<file path="src/rtl/uart_rx_core.sv">
// uart_rx_core: 8N1 UART receiver, 16x oversampled, valid/ack holding register.
// Macro UART_RX_PARITY_EN adds an even-parity bit (8E1) and a parity_err pulse.
//
// Ports:
//   sysclk      system clock, posedge
//   reset       async active-high reset
//   sam_tick    1-cycle enable at OVERSAMPLE x baud
//   rx          serial input, idle high, asynchronous
//   rx_ack      consumer read rx_data; clears rx_valid/overrun
//   rx_data     last good byte
//   rx_valid    rx_data holds an unread byte
//   overrun     sticky: byte completed while rx_valid was set
//   framing_err 1-cycle pulse: stop bit low, byte dropped
//   parity_err  1-cycle pulse: parity mismatch (UART_RX_PARITY_EN only)
//   busy        FSM not idle
module uart_rx_core #(
  parameter int OVERSAMPLE = 16,
  parameter int DATA_BITS  = 8
) (
  input  logic                 sysclk,
  input  logic                 reset,
  input  logic                 sam_tick,
  input  logic                 rx,
  input  logic                 rx_ack,
  output logic [DATA_BITS-1:0] rx_data,
  output logic                 rx_valid,
  output logic                 overrun,
  output logic                 framing_err,
`ifdef UART_RX_PARITY_EN
  output logic                 parity_err,
`endif
  output logic                 busy
);

  localparam int TW = $clog2(OVERSAMPLE);
  localparam int BW = (DATA_BITS > 1) ? $clog2(DATA_BITS) : 1;

  localparam logic [TW-1:0] T_MID = TW'(OVERSAMPLE/2 - 1);
  localparam logic [TW-1:0] T_END = TW'(OVERSAMPLE - 1);
  localparam logic [BW-1:0] B_END = BW'(DATA_BITS - 1);

`ifdef UART_RX_PARITY_EN
  typedef enum logic [2:0] {
    S_IDLE,
    S_START,
    S_DATA,
    S_PARITY,
    S_STOP
  } state_t;
`else
  typedef enum logic [1:0] {
    S_IDLE,
    S_START,
    S_DATA,
    S_STOP
  } state_t;
`endif

  state_t state, state_n;

  logic                 rx_q;
  logic                 rx_s;
  logic [TW-1:0]        tcnt, tcnt_n;
  logic [BW-1:0]        bcnt, bcnt_n;
  logic [DATA_BITS-1:0] shreg, shreg_n;
  logic                 stop_ok;
  logic                 stop_bad;
`ifdef UART_RX_PARITY_EN
  logic                 par_bad;
`endif

  assign busy = (state != S_IDLE);

  // Two-flop synchroniser; idles high so reset does not look like a start bit.
  always_ff @(posedge sysclk or posedge reset) begin
    if (reset) begin
      rx_q <= 1'b1;
      rx_s <= 1'b1;
    end else begin
      rx_q <= rx;
      rx_s <= rx_q;
    end
  end

  always_ff @(posedge sysclk or posedge reset) begin
    if (reset) begin
      state <= S_IDLE;
      tcnt  <= '0;
      bcnt  <= '0;
      shreg <= '0;
    end else begin
      state <= state_n;
      tcnt  <= tcnt_n;
      bcnt  <= bcnt_n;
      shreg <= shreg_n;
    end
  end

  always_comb begin
    state_n  = state;
    tcnt_n   = tcnt;
    bcnt_n   = bcnt;
    shreg_n  = shreg;
    stop_ok  = 1'b0;
    stop_bad = 1'b0;
`ifdef UART_RX_PARITY_EN
    par_bad  = 1'b0;
`endif
    if (sam_tick) begin
      unique case (state)
        S_IDLE: begin
          if (!rx_s) begin
            state_n = S_START;
            tcnt_n  = '0;
          end
        end
        // Mid start bit: line back high means it was a glitch.
        S_START: begin
          if (tcnt == T_MID) begin
            tcnt_n  = '0;
            bcnt_n  = '0;
            state_n = rx_s ? S_IDLE : S_DATA;
          end else begin
            tcnt_n = tcnt + TW'(1);
          end
        end
        // LSB first: each sample enters at the MSB and shifts down.
        S_DATA: begin
          if (tcnt == T_END) begin
            tcnt_n  = '0;
            shreg_n = {rx_s, shreg[DATA_BITS-1:1]};
            if (bcnt == B_END) begin
`ifdef UART_RX_PARITY_EN
              state_n = S_PARITY;
`else
              state_n = S_STOP;
`endif
            end else begin
              bcnt_n = bcnt + BW'(1);
            end
          end else begin
            tcnt_n = tcnt + TW'(1);
          end
        end
`ifdef UART_RX_PARITY_EN
        // Even parity: data bits plus parity bit must XOR to zero.
        S_PARITY: begin
          if (tcnt == T_END) begin
            tcnt_n  = '0;
            par_bad = ^{shreg, rx_s};
            state_n = S_STOP;
          end else begin
            tcnt_n = tcnt + TW'(1);
          end
        end
`endif
        // Leave at mid stop bit so a back-to-back start edge is not missed.
        S_STOP: begin
          if (tcnt == T_END) begin
            tcnt_n   = '0;
            state_n  = S_IDLE;
            stop_ok  = rx_s;
            stop_bad = ~rx_s;
          end else begin
            tcnt_n = tcnt + TW'(1);
          end
        end
        default: begin
          state_n = S_IDLE;
        end
      endcase
    end
  end

  // A completing byte wins over a same-cycle ack; the ack then clears overrun.
  always_ff @(posedge sysclk or posedge reset) begin
    if (reset) begin
      rx_data     <= '0;
      rx_valid    <= 1'b0;
      overrun     <= 1'b0;
      framing_err <= 1'b0;
    end else begin
      framing_err <= stop_bad;
      if (stop_ok) begin
        rx_data  <= shreg;
        rx_valid <= 1'b1;
        overrun  <= ~rx_ack & (rx_valid | overrun);
      end else if (rx_ack) begin
        rx_valid <= 1'b0;
        overrun  <= 1'b0;
      end
    end
  end

`ifdef UART_RX_PARITY_EN
  always_ff @(posedge sysclk or posedge reset) begin
    if (reset) begin
      parity_err <= 1'b0;
    end else begin
      parity_err <= par_bad;
    end
  end
`endif

endmodule
</file>
<file path="config.mk">
export PLATFORM = sky130hd
export DESIGN_NAME = uart_rx_core
export DESIGN_NICKNAME = d
export VERILOG_FILES = /design/src/rtl/uart_rx_core.sv
export SDC_FILE = /design/constraint.sdc
export NUM_CORES = 1
export LEC_CHECK = 0
export ABC_AREA = 1
export CORE_ASPECT_RATIO = 0.75
export CORE_UTILIZATION = 40
export CTS_BUF_LIST = sky130_fd_sc_hd__clkbuf_8 sky130_fd_sc_hd__clkbuf_16
export DETAILED_ROUTE_END_ITERATION = 10
export PLACE_DENSITY = 0.7
export REMOVE_ABC_BUFFERS = 1
export SLEW_MARGIN = 25
export SYNTH_ARGS = -nofsm -noshare
export SYNTH_HDL_FRONTEND = slang
export SYNTH_SLANG_ARGS = --single-unit
</file>
<file path="constraint.sdc">
create_clock -name sysclk -period 1.7 [get_ports sysclk]
set_input_delay 0.51 -clock sysclk [delete_from_list [all_inputs] [get_ports sysclk]]
set_output_delay 0.51 -clock sysclk [all_outputs]
set_load 0.05 [all_outputs]
</file>
==> results of run 1 <==
## path summary, 6_finish.rpt
check	end	slack [ps]	cells after the start
min reg2reg	rx_s$_DFF_PP1_	370	0
max in group asynchronous	shreg[4]$_DFFE_PP0P_	790	3
min	rx_s$_DFF_PP1_	370	0
min in group asynchronous	tcnt[1]$_DFFE_PP0P_	420	2
max reg2reg	bcnt[2]$_DFFE_PP0P_	180	8
max	busy	80	3
## per-layer routing
metal	wire length, um	GRT usage (%)	up-vias
met5	0	0	-
met4	55	10.0	0
met3	128	4.81	6
met2	1180	24.6	29
met1	1180	19.3	496
li1	-	-	521
## power groups by stage
stage	registers (mW)	clock network (mW)	logic, mW
3_3_place_gp	0.888	0	0.529
3_5_place_dp	0.893	0	0.549
2_1_floorplan	0.874	0	0.372
4_1_cts	0.887	0.718	0.554
5_1_grt	0.898	0.748	0.680
6_report	0.889	0.694	0.609
## synthesized netlist by cell type, drive strengths merged
master	instances	area share [%]
a21oi	3	1.1
a22o	1	0.64
buf	3	2.2
dfrtp	28	51
dfstp	2	3.8
ha	3	2.7
inv	20	5.5
nand2	45	12
nand3	7	2.9
nand3b	2	1.1
nand4	1	1.5
nor2	9	3.4
nor3	1	0.36
o21ai	19	9.4
o21bai	1	0.82
o22ai	1	0.46
xor2	1	0.64
## sequential cells by signal, summed over array words and instances, names as in the netlist, named ones only
register / cells
shreg: 8
rx_q: 1
overrun: 1
tcnt: 4
rx_data: 8
rx_valid: 1
framing_err: 1
state: 1
rx_s: 1
bcnt: 3
## per-stage QoR
stage / setup TNS [ps] / util, % / power, mW
floorplan: 0 / - / 1.25
global placement: -392 / 52.7 / 1.42
detailed placement: -1090 / 52.7 / 1.44
CTS: 0 / 56.1 / 2.16
global route: 0 / 56.7 / 2.33
finish: 0 / 56.7 / 2.19
## what timing repair did
item / in CTS / in global routing
resized for setup: 2 / 2
setup endpoints to repair: 1 / 1
buffers inserted: 0 / 2
endpoints found under the hold margin: 0 / 0
## layout make-up
| type | count | area, um2 | area share, % |
|---|---|---|---|
| timing repair buffer | 24 | 353 | 18.9 |
| tap | 40 | 50.0 | 2.68 |
| clock inverter | 3 | 40.0 | 2.15 |
| inverter | 20 | 75.1 | 4.02 |
| sequential | 30 | 756 | 40.5 |
| multi-input combinational | 94 | 523 | 28.0 |
| clock buffer | 5 | 68.8 | 3.69 |
## kinds of logic (layout without fill, tap and decap cells)
family / count (synthesis) / in the layout
and+or+nand+nor: 65 / 65
DFF: 30 / 30
AOI/OAI and AO/OA: 25 / 25
buffers and inverters: 23 / 52
adders and majority gates: 3 / 3
xor gates and xnor gates: 1 / 1
==> results.cfg, run 1 <==
[power_and_ir_drop]
pwr-share-seq_pct = 40.6
p_int_mw = 1.47
pwr-share-clk_pct = 31.6
ir_drop_mv = 0.640
power_leakage_nw = 0.873
switchingPower_mw = 0.722
p_per_area_nw_per_um2 = 1170
combPwrFrac_pct = 27.8
p_sw_share_pct = 32.9

[synthesis]
synth_mux_area_share_pct = 0
yosysUniqueCellTypes = 25
synthXorXnorAreaFrac_pct = 0.638
ys_seq_elements = 30
synth_simple_gate_area_share_pct = 21.8
ys_seq_area_share_pct = 54.8
synth_warnings = 0
netlist_area_um2 = 1370
avgSynthCellArea_um2 = 9.35
synthAdderAreaFrac_pct = 2.73
synth_compound_area_share_pct = 12.4
synthCells = 147
synth_top_family_by_area = simple AND/OR/NAND/NOR gates

[timing]
fin_crit_sh_pct = 95.2
fmax_ghz = 0.618
clock_skew_ps = 6.78
worst_pin_slew_ps = 277
rsz0062_at_grt = no
setup_violations = 0
fin_ws_ps = 81.0
maxSlewHeadroom_pct = 81.4
hold_slack_ps = 366
layout_min_cycle_time_ps = 1620
hold_viol = 0
final_max_slew_viol_count = 0

[setup_path]
end_kind = output port
slowest_stage = dfrtp_2
startpoint_type = flop
cp-startpoint = state[0]$_DFFE_PP0P_
cp_data_arrival_time_ps = 1110
cp_top_family = flip-flops
worstSetupPathType = reg -> out
path_buf_inv = 2
worstPathMaxFanout = 6
worstPathCellList = nor2_4 > inv_1 > buf_12
max_stage_delay_ps = 470
crit_required_ps = 1190

[placed_design]
port_buffers = 16
placed_area_um2 = 1730
gp_congestion = 0.893
placed_cells = 206
hpwl_um = 1920
place_ws_ps = -81.4

[final_layout]
final_common_cell = nand2_1
instances_no_fill = 216
drive_gt1_share_pct = 28.4
final_cell_mix = nand2_1 (44), dfrtp_1 (26), inv_1 (19), buf_12 (13), o21ai_2 (9)
nFillCells = 262
final_area_um2 = 1870
final_nets = 183
area_delta_synth_final_pct = 35.8
antenna_cells = 0

[drt]
drtIter0Drc = 80
wire_per_inst_um = 11.8
viasPerCell = 4.87
dr_total_vias = 1052
drc = 0
wl_um = 2540
postRouteAntennaNets = 0
dr.pass1.iters = 5

[global_routing]
grt_max_degree = 19
grt_pass1_wl_um = 4280
track_usage_pct = 15.8
overflow = 0
grt_pass1_vias = 995
antenna_found_initial = 0

[hold_path]
hp-start = rx_q$_DFF_PP1_
hp-class = reg -> reg

[clocking]
clk_latency_ps = 280
htreeDepth = 2
cts_tree = done
numCtsBuffers = 5
max-clock-path-buffers = 2
cts-root-buf = clkbuf_8
cts_hold_buf = 0
clk_pin_slew_ps = 60
cts_sinks = 30

[status]
status = finished, final reports clean

[die]
die_area_um2 = 3680
die-height_um = 52.8
io_pins = 17
start_util_pct = 41.8
die_w_um = 69.7
core_area_um2 = 3290
rows = 18

[job]
max_cap_violations = 0
Power figures use the tool's default switching activity.
==> run 2: changes to the inputs <==
- CORE_UTILIZATION: 40 -> 45
- HOLD_SLACK_MARGIN: not set -> 0.02
- PLACE_DENSITY: 0.7 -> 0.76
- RECOVER_POWER: not set -> 100
==> run 2 against run 1 <==
Effect of this change: die area is 11% lower; critical path type unchanged; count of clock-buffer cells in the layout increased by 3; first-iteration DRC count is 44% lower.
==> results.cfg, run 2 (synthesis results as in run 1) <==
[drt]
dr_total_vias = 1036
wl_um = 2550
wire_per_inst_um = 12.1
dr.pass1.iters = 5
viasPerCell = 4.91
postRouteAntennaNets = 0
drc = 0
drtIter0Drc = 45

[clocking]
htreeDepth = 2
cts_hold_buf = 0
cts_sinks = 30
clk_pin_slew_ps = 60
numCtsBuffers = 5
max-clock-path-buffers = 2
cts_tree = done
clk_latency_ps = 280
cts-root-buf = clkbuf_8

[final_layout]
instances_no_fill = 211
area_delta_synth_final_pct = 20.0
final_common_cell = nand2_1
drive_gt1_share_pct = 21.1
final_nets = 182
antenna_cells = 0
utilization_pct = 60.1
reg_top3 = rx_data x8, shreg x8, tcnt x4
final_cell_mix = nand2_1 (44), dfrtp_1 (27), inv_1 (19), o21ai_0 (17), clkbuf_2 (9)

[power_and_ir_drop]
p_per_area_nw_per_um2 = 1260
power_leakage_nw = 0.859
ir_drop_mv = 0.729

[setup_path]
reg2regPathDepth = 7
crit_end = busy
cp_data_arrival_time_ps = 1100
reg2reg_slack_ps = 140
startpoint_type = flop
rr_startpoint = tcnt[0]$_DFFE_PP0P_
worstReg2RegEnd = rx_data[1]$_DFFE_PP0P_
cp_top_family = flip-flops
max_stage_delay_ps = 400
end_kind = output port
worstPathMaxFanout = 3
cp_num_cells = 3
worstSetupPathType = reg -> out
worstPathCellList = nor2_2 > inv_1 > buf_4
crit_required_ps = 1190
path_buf_inv = 2
slowest_stage = dfrtp_1

[die]
core_area_um2 = 2740
die_area_um2 = 3280
io_pins = 17
start_util_pct = 50.1
rows = 16
die_w_um = 65.8
die-height_um = 49.9

[global_routing]
antenna_found_initial = 0
grt_pass1_vias = 1044
grt_pass1_wl_um = 4330
track_usage_pct = 17.9
grt_max_degree = 31
overflow = 0

[timing]
hold_viol = 0
maxSlewHeadroom_pct = 53.5
fin_crit_sh_pct = 94.9
worst_pin_slew_ps = 697
layout_min_cycle_time_ps = 1610
clock_skew_ps = 7.67
setup_violations = 0
fin_ws_ps = 85.9
hold_slack_ps = 355
final_max_slew_viol_count = 0
rsz0062_at_grt = no
fmax_ghz = 0.620

[hold_path]
hold_depth = 0
hp-class = reg -> reg

[status]
status = finished, final reports clean

[placed_design]
placed_cells = 202
port_buffers = 16
place_ws_ps = -98.4
hpwl_um = 1830
gp_congestion = 0.898

[job]
max_cap_violations = 0
-- run 2: cell count changes in the layout (fill, tap and decap cells not counted), sizes merged --
cell,change
dlygate4sd3,+2
bufinv,-1
clkdlybuf4s50,-2
clkbuf,+14
dlymetal6s2s,+3
buf,-15
clkinv,-2
-- run 2: worst min-delay path by stage --
stage | startpoint | endpoint | slack [ps]
final | rx_q$_DFF_PP1_ | rx_s$_DFF_PP1_ | 350
after global routing | rx_q$_DFF_PP1_ | rx_s$_DFF_PP1_ | 360
after CTS | rx_q$_DFF_PP1_ | rx_s$_DFF_PP1_ | 360
after detailed placement | rx_q$_DFF_PP1_ | rx_s$_DFF_PP1_ | 350
after global placement | rx_q$_DFF_PP1_ | rx_s$_DFF_PP1_ | 350
after floorplan | rx_q$_DFF_PP1_ | rx_s$_DFF_PP1_ | 350
-- run 2: final cells by class --
type	instances	area (um2)
multi-input cells	94	477
flip-flops and latches	30	754
clock buffers	8	110
well taps	36	45.0
fillers	237	1090
repair buffers	23	188
inverters	20	75.1
-- run 2: stage by stage --
stage	TNS, ps	area, um2	power [mW]
final	0	1650	2.08
after global routing	0	1650	2.19
after CTS	0	1850	2.13
after detailed placement	-887	1740	1.46
after global placement	-346	1740	1.43
after floorplan	0	1340	1.25
-- run 2: metal layers --
metal	part of all wire, %	GRT usage, %	up-vias
met1	43	22.7	484
met5	0	0	-
met4	1.9	8.33	0
li1	-	-	515
met2	49	28.7	29
met3	5.3	4.17	8
-- run 2: worst reg2reg max path, delay by kind of cell (launching register included) --
family / cells / cell delay, ps
AOI/OAI and AO/OA: 1 / 80
DFF: 1 / 390
adders and majority gates: 1 / 250
and+or+nand+nor: 4 / 520
buffers and inverters: 1 / 190
-- run 2: power breakdown --
| part | switching (mW) | total (mW) | internal, mW |
|---|---|---|---|
| clock | 0.248 | 0.656 | 0.408 |
| combinational | 0.370 | 0.571 | 0.201 |
| sequential | 0.0630 | 0.850 | 0.787 |
| total | 0.681 | 2.08 | 1.40 |
-- run 2: what timing repair did --
item                                    CTS  global route
endpoints found under the setup margin    1             1
resized for setup                         2             0
pin swaps                                 0             0
cloned                                    0             0
setup buffers                             0             1
==> run 3: changes to the inputs <==
- TNS_END_PERCENT: not set -> 10
==> results of run 3 <==
No change in the layout: final DEF, timing and power equal those of run 2.
